**src/rtl/sha_controller_param.sv**
```systemverilog
`default_nettype none
// ============================================================================
// Module      : sha_controller_param
// Description : Multi-block SHA-256 sequencing FSM (load, round, update, drain)
//               with valid/ready message input, back-pressured digest output,
//               block counting and synchronous abort.
// Revision    : 1.0 - initial release
// ============================================================================
module sha_controller_param #(
    parameter  int LOAD_WORDS = 16,
    parameter  int ROUNDS     = 64,
    parameter  int OUT_WORDS  = 8,
    parameter  int BLKCNT_W   = 16,
    localparam int LW = (LOAD_WORDS > 1) ? $clog2(LOAD_WORDS) : 1,
    localparam int RW = (ROUNDS > 1)     ? $clog2(ROUNDS)     : 1,
    localparam int OW = (OUT_WORDS > 1)  ? $clog2(OUT_WORDS)  : 1
) (
    input  logic                clk_i,
    input  logic                reset_i,
    input  logic                abort_i,
    input  logic                blk_start_i,
    input  logic                blk_last_i,
    input  logic                in_valid_i,
    output logic                in_ready_o,
    output logic                load_en_o,
    output logic [LW-1:0]       word_idx_o,
    output logic                round_en_o,
    output logic [RW-1:0]       round_idx_o,
    output logic                first_block_core_o,
    output logic                update_en_o,
    output logic                out_valid_o,
    input  logic                out_ready_i,
    output logic [OW-1:0]       out_idx_o,
    output logic                done_o,
    output logic                busy_o,
    output logic [BLKCNT_W-1:0] blk_count_o
);

    localparam logic [LW-1:0] LW_LAST = LW'(LOAD_WORDS - 1);
    localparam logic [RW-1:0] RW_LAST = RW'(ROUNDS - 1);
    localparam logic [OW-1:0] OW_LAST = OW'(OUT_WORDS - 1);

    typedef enum logic [2:0] {
        S_IDLE   = 3'd0,
        S_LOAD   = 3'd1,
        S_ROUND  = 3'd2,
        S_UPDATE = 3'd3,
        S_WAIT   = 3'd4,
        S_OUT    = 3'd5
    } state_t;

    state_t                state_q, state_d;
    logic [LW-1:0]         word_idx_q, word_idx_d;
    logic [RW-1:0]         round_idx_q, round_idx_d;
    logic [OW-1:0]         out_idx_q, out_idx_d;
    logic                  last_q, last_d;
    logic                  first_q, first_d;
    logic                  done_q, done_d;
    logic [BLKCNT_W-1:0]   blk_count_q, blk_count_d;

    always_ff @(posedge clk_i) begin
        if (reset_i) begin
            state_q     <= S_IDLE;
            word_idx_q  <= '0;
            round_idx_q <= '0;
            out_idx_q   <= '0;
            last_q      <= 1'b0;
            first_q     <= 1'b0;
            done_q      <= 1'b0;
            blk_count_q <= '0;
        end else begin
            state_q     <= state_d;
            word_idx_q  <= word_idx_d;
            round_idx_q <= round_idx_d;
            out_idx_q   <= out_idx_d;
            last_q      <= last_d;
            first_q     <= first_d;
            done_q      <= done_d;
            blk_count_q <= blk_count_d;
        end
    end

    always_comb begin
        state_d     = state_q;
        word_idx_d  = word_idx_q;
        round_idx_d = round_idx_q;
        out_idx_d   = out_idx_q;
        last_d      = last_q;
        first_d     = first_q;
        done_d      = 1'b0;
        blk_count_d = blk_count_q;

        case (state_q)
            S_IDLE: begin
                if (blk_start_i) begin
                    last_d      = blk_last_i;
                    first_d     = 1'b1;
                    blk_count_d = '0;
                    word_idx_d  = '0;
                    state_d     = S_LOAD;
                end
            end
            S_LOAD: begin
                if (in_valid_i) begin
                    if (word_idx_q == LW_LAST) begin
                        word_idx_d  = '0;
                        round_idx_d = '0;
                        state_d     = S_ROUND;
                    end else begin
                        word_idx_d = word_idx_q + LW'(1);
                    end
                end
            end
            S_ROUND: begin
                if (round_idx_q == RW_LAST) begin
                    round_idx_d = '0;
                    state_d     = S_UPDATE;
                end else begin
                    round_idx_d = round_idx_q + RW'(1);
                end
            end
            S_UPDATE: begin
                if (blk_count_q != {BLKCNT_W{1'b1}}) begin
                    blk_count_d = blk_count_q + BLKCNT_W'(1);
                end
                first_d   = 1'b0;
                out_idx_d = '0;
                state_d   = last_q ? S_OUT : S_WAIT;
            end
            S_WAIT: begin
                if (blk_start_i) begin
                    last_d     = blk_last_i;
                    word_idx_d = '0;
                    state_d    = S_LOAD;
                end
            end
            S_OUT: begin
                if (out_ready_i) begin
                    if (out_idx_q == OW_LAST) begin
                        out_idx_d = '0;
                        done_d    = 1'b1;
                        state_d   = S_IDLE;
                    end else begin
                        out_idx_d = out_idx_q + OW'(1);
                    end
                end
            end
            default: state_d = S_IDLE;
        endcase

        // Abort overrides everything except the block counter, kept for inspection.
        if (abort_i) begin
            state_d     = S_IDLE;
            word_idx_d  = '0;
            round_idx_d = '0;
            out_idx_d   = '0;
            last_d      = 1'b0;
            first_d     = 1'b0;
            done_d      = 1'b0;
            blk_count_d = blk_count_q;
        end
    end

    assign in_ready_o         = (state_q == S_LOAD);
    assign load_en_o          = in_valid_i && in_ready_o;
    assign word_idx_o         = word_idx_q;
    assign round_en_o         = (state_q == S_ROUND);
    assign round_idx_o        = round_idx_q;
    assign first_block_core_o = round_en_o && (round_idx_q == '0) && first_q;
    assign update_en_o        = (state_q == S_UPDATE);
    assign out_valid_o        = (state_q == S_OUT);
    assign out_idx_o          = out_idx_q;
    assign done_o             = done_q;
    assign busy_o             = (state_q != S_IDLE);
    assign blk_count_o        = blk_count_q;

endmodule
`default_nettype wire
```
**config.mk**
```make
export PLATFORM = sky130hd
export DESIGN_NAME = sha_controller_param
export DESIGN_NICKNAME = d
export VERILOG_FILES = /design/src/rtl/sha_controller_param.sv
export SDC_FILE = /design/constraint.sdc
export NUM_CORES = 1
export LEC_CHECK = 0
export CORE_UTILIZATION = 42
export CTS_CLUSTER_DIAMETER = 200
export DETAILED_ROUTE_END_ITERATION = 10
export GPL_ROUTABILITY_DRIVEN = 0
export GPL_TIMING_DRIVEN = 0
export PLACE_DENSITY = 0.71
export SETUP_SLACK_MARGIN = 0.2
export SYNTH_ARGS = -nofsm -noshare
export SYNTH_HDL_FRONTEND = slang
export SYNTH_SLANG_ARGS = --single-unit
```
**constraint.sdc**
```tcl
create_clock -name clk_i -period 1.7 [get_ports clk_i]
set_input_delay 0.34 -clock clk_i [delete_from_list [all_inputs] [get_ports clk_i]]
set_output_delay 0.34 -clock clk_i [all_outputs]
set_load 0.01 [all_outputs]
```
# Yosys cells after proc, flatten, opt, wreduce, memory -nomap -nowiden
# Cells that the tools add are included.
[totals] register_bits=35 inputBits=7 word_cells=77
[op_classes] n_addsub=4 eq_ne=17 mux=25 bitwise=3 n_reduce_logical=20
[op_table] op="$mux 16" count=2
[op_table] op="$pmux 16 s2" count=1
[op_table] op="$mux 3" count=8
[op_table] op="$mux 6" count=3
[op_table] op="$add 16x1->16 const B" count=1
[op_table] op="$ne 16x16->1 const B" count=1
[op_table] op="$pmux 3 s5" count=1
[op_table] op="$mux 4" count=3
[op_table] op="$ne 2x1->1 const B" count=6
[op_table] op="$pmux 6 s2" count=1
[op_table] op="$eq 3x3->1 const B" count=3
[op_table] op="$pmux 4 s2" count=1
[op_table] op="$reduce_bool 2->1" count=4
[op_table] op="$add 6x1->6 const B" count=1
[op_table] op="$eq 3x2->1 const B" count=2
[op_table] op="$eq 6x6->1 const B" count=1
[op_table] op="$logic_not 6->1" count=1
[op_table] op="$pmux 3 s2" count=1
[op_table] op="$reduce_and 2->1" count=3
[op_table] op="$reduce_and 3->1" count=2
[op_table] op="$reduce_and 6->1" count=1
[op_table] op="$add 4x1->4 const B" count=1
[op_table] op="$eq 4x4->1 const B" count=1
[op_table] op="$ne 2x2->1 const B" count=2
[op_table] op="other kinds (11)" count=18

# Depth between registers and ports, before layout
[depth] word_depth=4 depth_mapped=6 mapped_depth_nobuf=6

# Worst setup path after synthesis
# OpenSTA, ideal clock, no wires.
[synth_path] path_type="reg-to-reg" startpoint="reg blk_count_q[0] (netlist: blk_count_o[0])" endpoint="reg blk_count_q[1] (netlist: blk_count_o[1])" arrival_time_ps=1708 path_slack_ps=-133 path_stages_with_launch=7 path_buffers=1 path_cell_list="dfxtp_1 -> ha_1 -> nand3_1 -> nor3_1 -> clkbuf_1 -> a21oi_1 -> mux2i_1"
[synth_between] elab_chain_len=3
[synth_rtl] element="from (decl)" line="59" rtl="logic [BLKCNT_W-1:0] blk_count_q, blk_count_d;"
[synth_rtl] element="from (signal assigned)" line="79" rtl="blk_count_q <= blk_count_d;"
[synth_rtl] element="$add 16x1->16 or $ne 16x16->1 (tied branches)" line="124, 123"
[synth_rtl] element="$mux 16 or $ne 2x1->1 (tied branches)"
[synth_rtl] element="$pmux 16 s2 or $reduce_and 4->1 (tied branches)"
# Several ways; a longest one is shown, not always the timed one. The select of a mux whose other input is x is not followed.
# A chain may end at the register's enable or synchronous reset.

# Final worst setup path
[layout_path] startpoint="reg state_q[0]" endpoint="out load_en_o"
[layout_between] elab_chain_len=2
[layout_rtl] element="from (decl)" line="52" rtl="state_t state_q, state_d;"
[layout_rtl] element="from (signal assigned)" line="72" rtl="state_q <= state_d;"
[layout_rtl] element="$eq 3x1->1" line="164" rtl="assign in_ready_o = (state_q == S_LOAD);"
[layout_rtl] element="$logic_and 1x1->1" line="165" rtl="assign load_en_o = in_valid_i && in_ready_o;"
[layout_rtl] element="to (decl)" line="25" rtl="output logic load_en_o,"
# No other way between the ends.

==> flow_summary.toml <==
[grt]
grt_usage_pct = 26.4
grt_use_met2_pct = 42.9
grt_start_max_net_pins = 12
grt-busiest-layer = "met2"
grt_pass1_wl_um = 10600
use_met3_pct = 5.34
grt_use_met1_pct = 34.2
antenna_found_initial = 0
grt_pass1_vias = 2138
grt_overflow = 0

[run_status]
violations = "negative setup slack"
status = "complete, but fails checks"

[yosys]
async_flop_share_pct = 0
synth-seq-area-share_pct = 34.3
syn_avg_cell_area_sq_um = 8.15
synth-main-ff-cell = "dfxtp_1"
synthMostInstantiatedCell = "dfxtp_1"
ys_top_cells_by_count = "dfxtp_1, nand2_1, nand3_1"
synth_edf_count = 0
synthCells = 251
yosys_warnings = 0
synth.area.top_cells = "dfxtp_1, nand3_1, nand2_1"
syn_nets = 264
synth.distinct_cells = 60
ys_seq_elements = 35
syn_area_sq_mm = 0.00205
yosysTopAreaCell = "dfxtp_1"
synth_top_area_share_pct = 34.3

[finish]
regArea_sq_um = 733
nets = 351
drive_above_1_share_pct = 41.6
stdcell_count = 393
final_util_pct = 71.4
design_area_sq_mm = 0.00335
area_delta_synth_final_pct = 63.8
diodes = 0
multi_input_area_sq_mm = 0.00157
fillerInstances = 342

[placed_design]
io_buffers = 43
dp_slack_ps = -908
dp_hpwl_um = 3910
placed_cell_area_sq_mm = 0.00259
dp.cells = 348

[clock_tree]
cts_made_buffers = 5
clk_path_buf_depth = 2
cts.sinks = 35
root_buffer = "clkbuf_8"
cts_tree = "yes"
htreeDepth = 2
clock_latency_ps = 290
hold_buffers = 0
clk_transition_reported_paths_ps = 80

[hold_path]
hold_path_depth = 2
min-delay-path-class = "reg -> reg"

[flow_run]
maxCapViolCount = 0

[sta]
rsz0062_at_grt = "yes"
maxSlewViolCount = 0
final.min_clock_period_ps = 1820
min_period_over_period_pct = 107
setup_viol_count_final = 25
finalHoldViolations = 0
fin_ws_ps = -119
worst_slew_pin_slew_ps = 417
skew_ps = 6.41
relSlewSlack_pct = 72.1
fmax_mhz = 550

[setup_path]
critPathKind = "reg -> out"
cp-end-kind = "output port"
worstSetupStartpointType = "register"
cp_max_fo = 8
critPathRequiredTime_ps = 1360
reg2reg_depth = 5
arrival_ps = 1480

[routing]
drt_pass1_iterations = 4
routed_wl_um = 7400
drc_errors = 0
drt_iter0_drc = 243
num_vias = 2428
wire_per_inst_um = 18.8
antenna_left = 0
vias_per_cell = 6.18

[floorplan]
start_util_pct = 43.6
dieArea_sq_mm = 0.00515
coreArea_sq_mm = 0.00469
row_count = 25
io_pins = 44
die_h_um = 71.8
die_w_um = 71.8

[power_and_ir_drop]
p_total_mw = 1.66
ir_worst_vdd_mv = 0.326
power_density_mw_per_mm2 = 496
p_leak_nw = 1.41
## flip-flops by register name, indices dropped and copies added, names as in the netlist
signal / count
blk_count_o: 16
done_o: 1
last_q: 1
first_q: 1
word_idx_o: 4
state_q: 3
out_idx_o: 3
round_idx_o: 6
## area by class of cell
cell class,count,share of cell area (%)
timing repair buffer,81,21.6
clock buffer,6,2.17
inverter,12,1.42
tap,54,2.02
clock inverter,2,0.373
sequential,35,21.9
multi-input combinational,192,46.7
buffer,11,3.81
## worst paths after layout
check,start,end,slack [ps]
setup / recovery,state_q[0],load_en_o,-120
hold / removal,word_idx_o[0],word_idx_o[0],480
setup reg to reg,state_q[0],blk_count_o[1],-100
hold reg to reg,word_idx_o[0],word_idx_o[0],480
## critical path, cell delays in order (launching register included)
cell and delay, ps:
dfxtp_4 380, buf_4 120, buf_8 130, nor3b_4 240, and2_1 170, buf_2 150
## cells by family (layout without fill, tap and decap cells)
family / Yosys count / in the layout / share of synthesized area, %
AOI/OAI and AO/OA: 68 / 68 / 23.1
adders and majority gates: 6 / 6 / 3.67
buffers and inverters: 24 / 112 / 6.30
and+or+nand+nor: 114 / 114 / 30.8
DFF: 35 / 35 / 34.3
muxes: 3 / 3 / 1.47
xor gates and xnor gates: 1 / 1 / 0.428
## cells in the final DEF (no fill, tap or decap), types with 5 or more instances in the layout
| cell | instances |
|---|---|
| dlygate4sd2_1 | 28 |
| buf_4 | 25 |
| a211oi_2 | 5 |
| dfxtp_1 | 13 |
| a21oi_1 | 12 |
| buf_6 | 14 |
| and3_1 | 5 |
| o211ai_1 | 7 |
| clkdlybuf4s50_1 | 6 |
| clkbuf_8 | 8 |
| nor2_1 | 9 |
| dfxtp_2 | 20 |
| nand3_1 | 25 |
| inv_1 | 11 |
| nand2_1 | 26 |
## stage by stage
stage | hold WS [ps] | setup TNS [ps]
after floorplan | 436 | 0
after global placement | 444 | -18870
after detailed placement | 451 | -18750
after CTS | 462 | -317
after global routing | 517 | -2500
final | 478 | -1360
## power by group
| group | total [mW] | internal [mW] | switching [mW] | leakage (nW) |
|---|---|---|---|---|
| clock network | 0.613 | 0.287 | 0.326 | 0.0412 |
| logic | 0.219 | 0.110 | 0.109 | 1.07 |
| registers | 0.829 | 0.823 | 0.00613 | 0.294 |
| total | 1.66 | 1.22 | 0.442 | 1.41 |
## per-layer routing
metal | routed length, um | up-vias | part of all wire, %
met5 | 0 | - | 0
met1 | 3060 | 1168 | 41
li1 | - | 1130 | -
met3 | 445 | 18 | 6.0
met2 | 3720 | 112 | 50
met4 | 167 | 0 | 2.3
## timing repair
| action | in CTS | in global routing |
|---|---|---|
| cloned | 2 | 0 |
| gates resized for setup | 125 | 50 |
| endpoints found under the setup margin | 69 | 42 |
| buffers inserted | 23 | 13 |
| pin swaps | 22 | 28 |
(Power assumes the default switching activity.)
